File: src/rtl/tensor_hgmma_warp_arbiter.sv
`default_nettype none
// ============================================================================
// Module  : tensor_hgmma_warp_arbiter
// Purpose : Round-robin arbiter sharing one tensor core among HGMMA warps,
//           with per-warp outstanding-HGMMA tracking from writeback snoops.
//           Optional macro TENSOR_HGMMA_ARB_PERF_EN adds grant/stall counters.
// Revision: 1.0 - initial release
// ============================================================================
module tensor_hgmma_warp_arbiter #(
    parameter int NUM_WARPS       = 4,
    parameter int MAX_OUTSTANDING = 2,
    localparam int NW_WIDTH       = (NUM_WARPS > 1) ? $clog2(NUM_WARPS) : 1,
    localparam int CNTW           = $clog2(MAX_OUTSTANDING + 1)
) (
    input  logic                 clk,
    input  logic                 reset,
    input  logic [NUM_WARPS-1:0] req_valid,
    output logic [NUM_WARPS-1:0] req_ready,
    output logic                 core_init_valid,
    output logic [NW_WIDTH-1:0]  core_init_wid,
    input  logic                 core_init_ready,
    input  logic                 core_wb_fire,
    input  logic [NW_WIDTH-1:0]  core_wb_wid,
    input  logic                 core_wb_last,
`ifdef TENSOR_HGMMA_ARB_PERF_EN
    output logic [31:0]          perf_grants,
    output logic [31:0]          perf_stall_cycles,
`endif
    output logic [NUM_WARPS-1:0] pending,
    output logic                 busy,
    output logic                 err
);

    typedef enum logic [0:0] {
        IDLE  = 1'b0,
        ISSUE = 1'b1
    } state_t;

    state_t              state_q, state_d;
    logic [NW_WIDTH-1:0] rr_ptr_q, rr_ptr_d;
    logic [NW_WIDTH-1:0] lat_wid_q, lat_wid_d;
    logic [CNTW-1:0]     cnt_q [NUM_WARPS];
    logic [CNTW-1:0]     cnt_d [NUM_WARPS];
    logic                err_q, err_d;

    logic [NUM_WARPS-1:0] eligible;
    logic                 found;
    logic [NW_WIDTH-1:0]  winner;
    logic                 accept;
    logic                 wb_in_range;
    logic                 retire;
    logic [NW_WIDTH-1:0]  scan_idx;

`ifdef TENSOR_HGMMA_ARB_PERF_EN
    logic [31:0] perf_grants_q, perf_grants_d;
    logic [31:0] perf_stall_q, perf_stall_d;
`endif

    always_comb begin
        eligible = '0;
        for (int i = 0; i < NUM_WARPS; i++) begin
            eligible[i] = req_valid[i] && (cnt_q[i] < CNTW'(MAX_OUTSTANDING));
        end

        // Rotating scan starting at rr_ptr; first hit wins.
        found    = 1'b0;
        winner   = '0;
        scan_idx = '0;
        for (int k = 0; k < NUM_WARPS; k++) begin
            scan_idx = NW_WIDTH'((int'(rr_ptr_q) + k) % NUM_WARPS);
            if (!found && eligible[scan_idx]) begin
                found  = 1'b1;
                winner = scan_idx;
            end
        end

        accept    = (state_q == IDLE) && found;
        req_ready = '0;
        if (accept) begin
            req_ready[winner] = 1'b1;
        end
    end

    always_comb begin
        state_d   = state_q;
        rr_ptr_d  = rr_ptr_q;
        lat_wid_d = lat_wid_q;
        err_d     = err_q;

        wb_in_range = int'(core_wb_wid) < NUM_WARPS;
        retire      = core_wb_fire && core_wb_last && wb_in_range;
        if (core_wb_fire && !wb_in_range) begin
            err_d = 1'b1;
        end

        // A same-cycle accept and retire on one warp cancel out.
        for (int i = 0; i < NUM_WARPS; i++) begin
            cnt_d[i] = cnt_q[i];
            if (accept && (winner == NW_WIDTH'(i)) &&
                !(retire && (core_wb_wid == NW_WIDTH'(i)))) begin
                cnt_d[i] = cnt_q[i] + 1'b1;
            end else if (retire && (core_wb_wid == NW_WIDTH'(i)) &&
                         !(accept && (winner == NW_WIDTH'(i)))) begin
                if (cnt_q[i] == '0) begin
                    err_d = 1'b1;
                end else begin
                    cnt_d[i] = cnt_q[i] - 1'b1;
                end
            end
        end

        case (state_q)
            IDLE: begin
                if (accept) begin
                    lat_wid_d = winner;
                    state_d   = ISSUE;
                end
            end
            ISSUE: begin
                if (core_init_ready) begin
                    rr_ptr_d = NW_WIDTH'((int'(lat_wid_q) + 1) % NUM_WARPS);
                    state_d  = IDLE;
                end
            end
            default: state_d = IDLE;
        endcase
    end

`ifdef TENSOR_HGMMA_ARB_PERF_EN
    always_comb begin
        perf_grants_d = perf_grants_q + {31'd0, accept};
        perf_stall_d  = perf_stall_q +
                        {31'd0, (state_q == ISSUE) && !core_init_ready};
    end
`endif

    always_ff @(posedge clk or negedge reset) begin
        if (!reset) begin
            state_q   <= IDLE;
            rr_ptr_q  <= '0;
            lat_wid_q <= '0;
            err_q     <= 1'b0;
            for (int i = 0; i < NUM_WARPS; i++) begin
                cnt_q[i] <= '0;
            end
`ifdef TENSOR_HGMMA_ARB_PERF_EN
            perf_grants_q <= '0;
            perf_stall_q  <= '0;
`endif
        end else begin
            state_q   <= state_d;
            rr_ptr_q  <= rr_ptr_d;
            lat_wid_q <= lat_wid_d;
            err_q     <= err_d;
            for (int i = 0; i < NUM_WARPS; i++) begin
                cnt_q[i] <= cnt_d[i];
            end
`ifdef TENSOR_HGMMA_ARB_PERF_EN
            perf_grants_q <= perf_grants_d;
            perf_stall_q  <= perf_stall_d;
`endif
        end
    end

    always_comb begin
        core_init_valid = (state_q == ISSUE);
        core_init_wid   = lat_wid_q;
        busy            = (state_q == ISSUE);
        err             = err_q;
        for (int i = 0; i < NUM_WARPS; i++) begin
            pending[i] = (cnt_q[i] != '0);
        end
    end

`ifdef TENSOR_HGMMA_ARB_PERF_EN
    assign perf_grants       = perf_grants_q;
    assign perf_stall_cycles = perf_stall_q;
`endif

endmodule
`default_nettype wire

File: config.mk
export PLATFORM = sky130hd
export DESIGN_NAME = tensor_hgmma_warp_arbiter
export DESIGN_NICKNAME = d
export VERILOG_FILES = /design/src/rtl/tensor_hgmma_warp_arbiter.sv
export SDC_FILE = /design/constraint.sdc
export NUM_CORES = 1
export LEC_CHECK = 0
export BUFFER_PORTS_ARGS = -buffer_cell sky130_fd_sc_hd__buf_4
export CORE_UTILIZATION = 48
export DETAILED_ROUTE_END_ITERATION = 10
export HOLD_SLACK_MARGIN = 0.15
export PLACE_DENSITY = 0.74
export SYNTH_ARGS = -nofsm -noshare
export SYNTH_HDL_FRONTEND = slang
export SYNTH_SLANG_ARGS = --single-unit
File: constraint.sdc
create_clock -name clk -period 1.9 [get_ports clk]
set_input_delay 0 -clock clk [delete_from_list [all_inputs] [get_ports clk]]
set_output_delay 0 -clock clk [all_outputs]
set_load 0.05 [all_outputs]
==> key figures <==
Yosys
  • Post-Syn Nets: 152
  • Yosys reg bits: 14
  • Register area share after synthesis: 0.3060
  • Synth Warn #: 0
  • Post-Syn Area: 0.001145 mm²
  • Post-synth cell types: 35
  • Synthesized instance count: 133
  • Mapped Avg Cell Area: 8.608 µm²

Detailed routing
  • WL final: 3.873 mm
  • First DRT Iteration DRCs: 19
  • Pre-Repair DR Iteration Count: 4
  • Total vias in the final route: 1240
  • Post-route ant nets: 0
  • Avg Vias per Cell: 5.822
  • Wirelength per Cell: 18.18 µm
  • Remaining DRCs: 0

STA
  • Slew Limit Fails: 0
  • Final setup violating endpoints: 10
  • Max-slew headroom: 0.5274
  • Max frequency: 487.6 MHz
  • Layout Skew: 0.003574 ns
  • Fin Hold WS: 0.3285 ns
  • Worst-Margin Slew: 0.7066 ns
  • RSZ-0062 raised after global routing: true
  • Final period util: 1.079
  • Count of final hold-check violations: 0
  • Fin worst setup slack: -0.1509 ns
  • Tmin final: 2.051 ns

GRT
  • Overflow after GRT: 0
  • Largest net degree at the start of global routing: 15
  • GR Layer Usage met3: 0.09821
  • Global routing usage on met1: 0.3240
  • Initial antenna violation count: 0
  • Total Routing Usage GR: 0.2884
  • First-pass GRT wire length: 5.457 mm
  • Number of global-route vias before repair: 1201
  • Busiest layer in global routing: met2
  • Met2 usage: 0.5089

CTS
  • CTS tree: built
  • Sink Count: 14
  • Depth of the CTS H-tree: 1
  • Clock slew at reported path FFs: 0.09 ns
  • CTS max path bufs: 2
  • CTS buffer count: 3
  • Root buf cell: clkbuf_4
  • Clock latency on the worst-skew pair: 0.30 ns

Placement
  • Port Buffers: 23
  • Post-DP HPWL: 2.320 mm
  • Placer Congestion: 0.9359
  • Place WS: -0.1592 ns

Pwr
  • Leak: 0.8725 nW
  • Power, Total: 2.329 mW
  • Internal: 1.190 mW
  • Worst ir drop on vdd: 1170 µV
  • Power per cell area: 1231 mW/mm²
  • Combinational cell fraction of total power: 0.671
  • Reg power frac: 0.230
  • Psw: 1.139 mW
  • Net Sw Frac: 0.4892
  • Clk pwr share: 0.099

Setup path
  • Arrival @ worst endpoint: 2.25 ns
  • R2R setup slack: -0.15 ns
  • Critical path launch point type: register
  • Critical Path Sink Type: register
  • Req. time, crit path: 2.10 ns
  • CP Class: register to register
  • CP Max Fanout: 5

Layout
  • N_diodes: 0
  • Final core occ: 0.8471
  • Area grow syn2layout: 65.25%
  • Layout cells sized above 1: 0.5351
  • Fin nets: 205

Die
  • Core area: 0.002233 mm²
  • Die Span Y: 50.84 µm
  • Die area: 0.002584 mm²
  • Row count: 17
  • I/O pin cnt: 24
  • Die Wd: 50.84 µm
  • Starting Density: 0.5126

Job
  • Max-Cap Viols: 0

Outcome
  • Failing checks: setup timing
  • Status: finished, violations left

Min path
  • Hold Path Class: input port to register
-- worst paths after layout --
check,from,end,cells after the start
worst min-delay path,core_wb_wid[0],cnt_q[4],5
worst max register to register,cnt_q[5],cnt_q[2],11
max in group asynchronous,reset,cnt_q[3],3
worst max-delay path,cnt_q[5],cnt_q[2],11
worst min register to register,err,err,2
min in group asynchronous,reset,cnt_q[4],3
-- layout by cell type, fill, tap and decap left out, drive strengths merged, types with 6 or more instances in the layout --
cell    count
nand2      12
nor2        9
nor2b       9
dfrtp      14
inv         9
buf        47
ha          8
nand2b      6
nor3b       7
o21ai      12
-- cells by family (layout without fill, tap and decap cells) --
| kind of cell | after synthesis | count (layout) | share of synthesized area |
|---|---|---|---|
| adders and majority gates | 8 | 8 | 0.08744 |
| xor gates and xnor gates | 1 | 1 | 0.007652 |
| buffers and inverters | 12 | 64 | 0.05574 |
| and+or+nand+nor | 65 | 65 | 0.3268 |
| AOI/OAI and AO/OA | 33 | 33 | 0.2164 |
| DFF | 14 | 14 | 0.3060 |
-- registers in the layout, summed over array words and instances (netlist names) --
register / count
rr_ptr_q: 2
err: 1
core_init_wid: 2
cnt_q: 8
busy: 1
-- metal layers --
metal | share of wire | up-vias
li1 | - | 575
met1 | 0.40 | 595
met2 | 0.51 | 58
met3 | 0.058 | 12
met4 | 0.031 | 0
met5 | 0 | -
-- synthesized netlist by cell type --
cell type	number	area, µm²
nand2b_4	2	27.53
dfrtp_1	14	350.3
a21oi_1	5	25.02
or2_1	1	6.260
o211a_1	1	10.01
nor3b_1	7	52.55
nor3_1	5	25.02
nand3_1	4	20.02
inv_1	9	33.78
o221ai_2	1	15.01
nand4_1	3	18.77
nand3b_1	4	30.03
nand2b_1	4	25.02
a311oi_2	1	15.01
o21a_1	1	7.510
o21bai_1	1	7.510
o21ai_0	10	50.05
a22oi_1	2	15.01
nor2b_1	8	50.05
buf_4	1	7.510
a41o_1	1	10.01
buf_6	2	22.52
and3_1	2	12.51
nor2_1	9	33.78
a31oi_4	1	21.27
ha_1	8	100.1
or2_2	3	18.77
a31oi_1	1	6.260
nand2_1	12	45.04
o211ai_2	1	12.51
a21o_1	4	30.03
xor2_1	1	8.760
nor2b_2	1	8.760
a211oi_2	1	12.51
o21ai_1	2	10.01
-- power by group through the flow --
stage | Clock [mW] | Sequential (mW) | Combinational [mW]
2_1_floorplan | 0 | 0.567 | 0.756
3_3_place_gp | 0 | 0.498 | 1.20
3_5_place_dp | 0 | 0.503 | 1.23
4_1_cts | 0.225 | 0.511 | 1.38
5_1_grt | 0.244 | 0.550 | 1.63
6_report | 0.230 | 0.536 | 1.56
-- through the flow --
step / cell area, µm² / instances / TNS [ns]
2_1_floorplan: 1256 / 133 / -0.3902
3_3_place_gp: 1569 / 199 / -0.02286
3_5_place_dp: 1569 / 199 / -0.5249
4_1_cts: 1784 / 211 / -0.1454
5_1_grt: 1892 / 213 / -1.611
6_report: 1892 / 213 / -0.9578
-- worst max-delay path, stage by stage, from the launching register on --
cell      delay [ns]
dfrtp_1         0.42
nand2b_4        0.18
buf_6           0.13
nor3_1          0.18
o21bai_1        0.10
buf_4           0.16
and3_4          0.19
ha_4            0.17
nor2_4          0.09
buf_4           0.13
nor3_4          0.03
a21o_1          0.15
-- timing repair --
action                                  4_1_cts  5_1_grt
endpoints found under the hold margin        16        0
buffers inserted                              4        2
hold buffers                                  4        0
pin swaps                                    10       13
endpoints found under the setup margin       12       13
resized for setup                            24       20
-- cell type report --
class / instances / area [µm²]
well taps: 28 / 35.03
inverters: 9 / 33.78
fillers: 129 / 341.6
multi-input cells: 107 / 1001
clock buffers: 4 / 36.28
repair buffers: 51 / 430.4
flip-flops and latches: 14 / 355.3
Note: power is estimated with default switching activity, not from simulation.
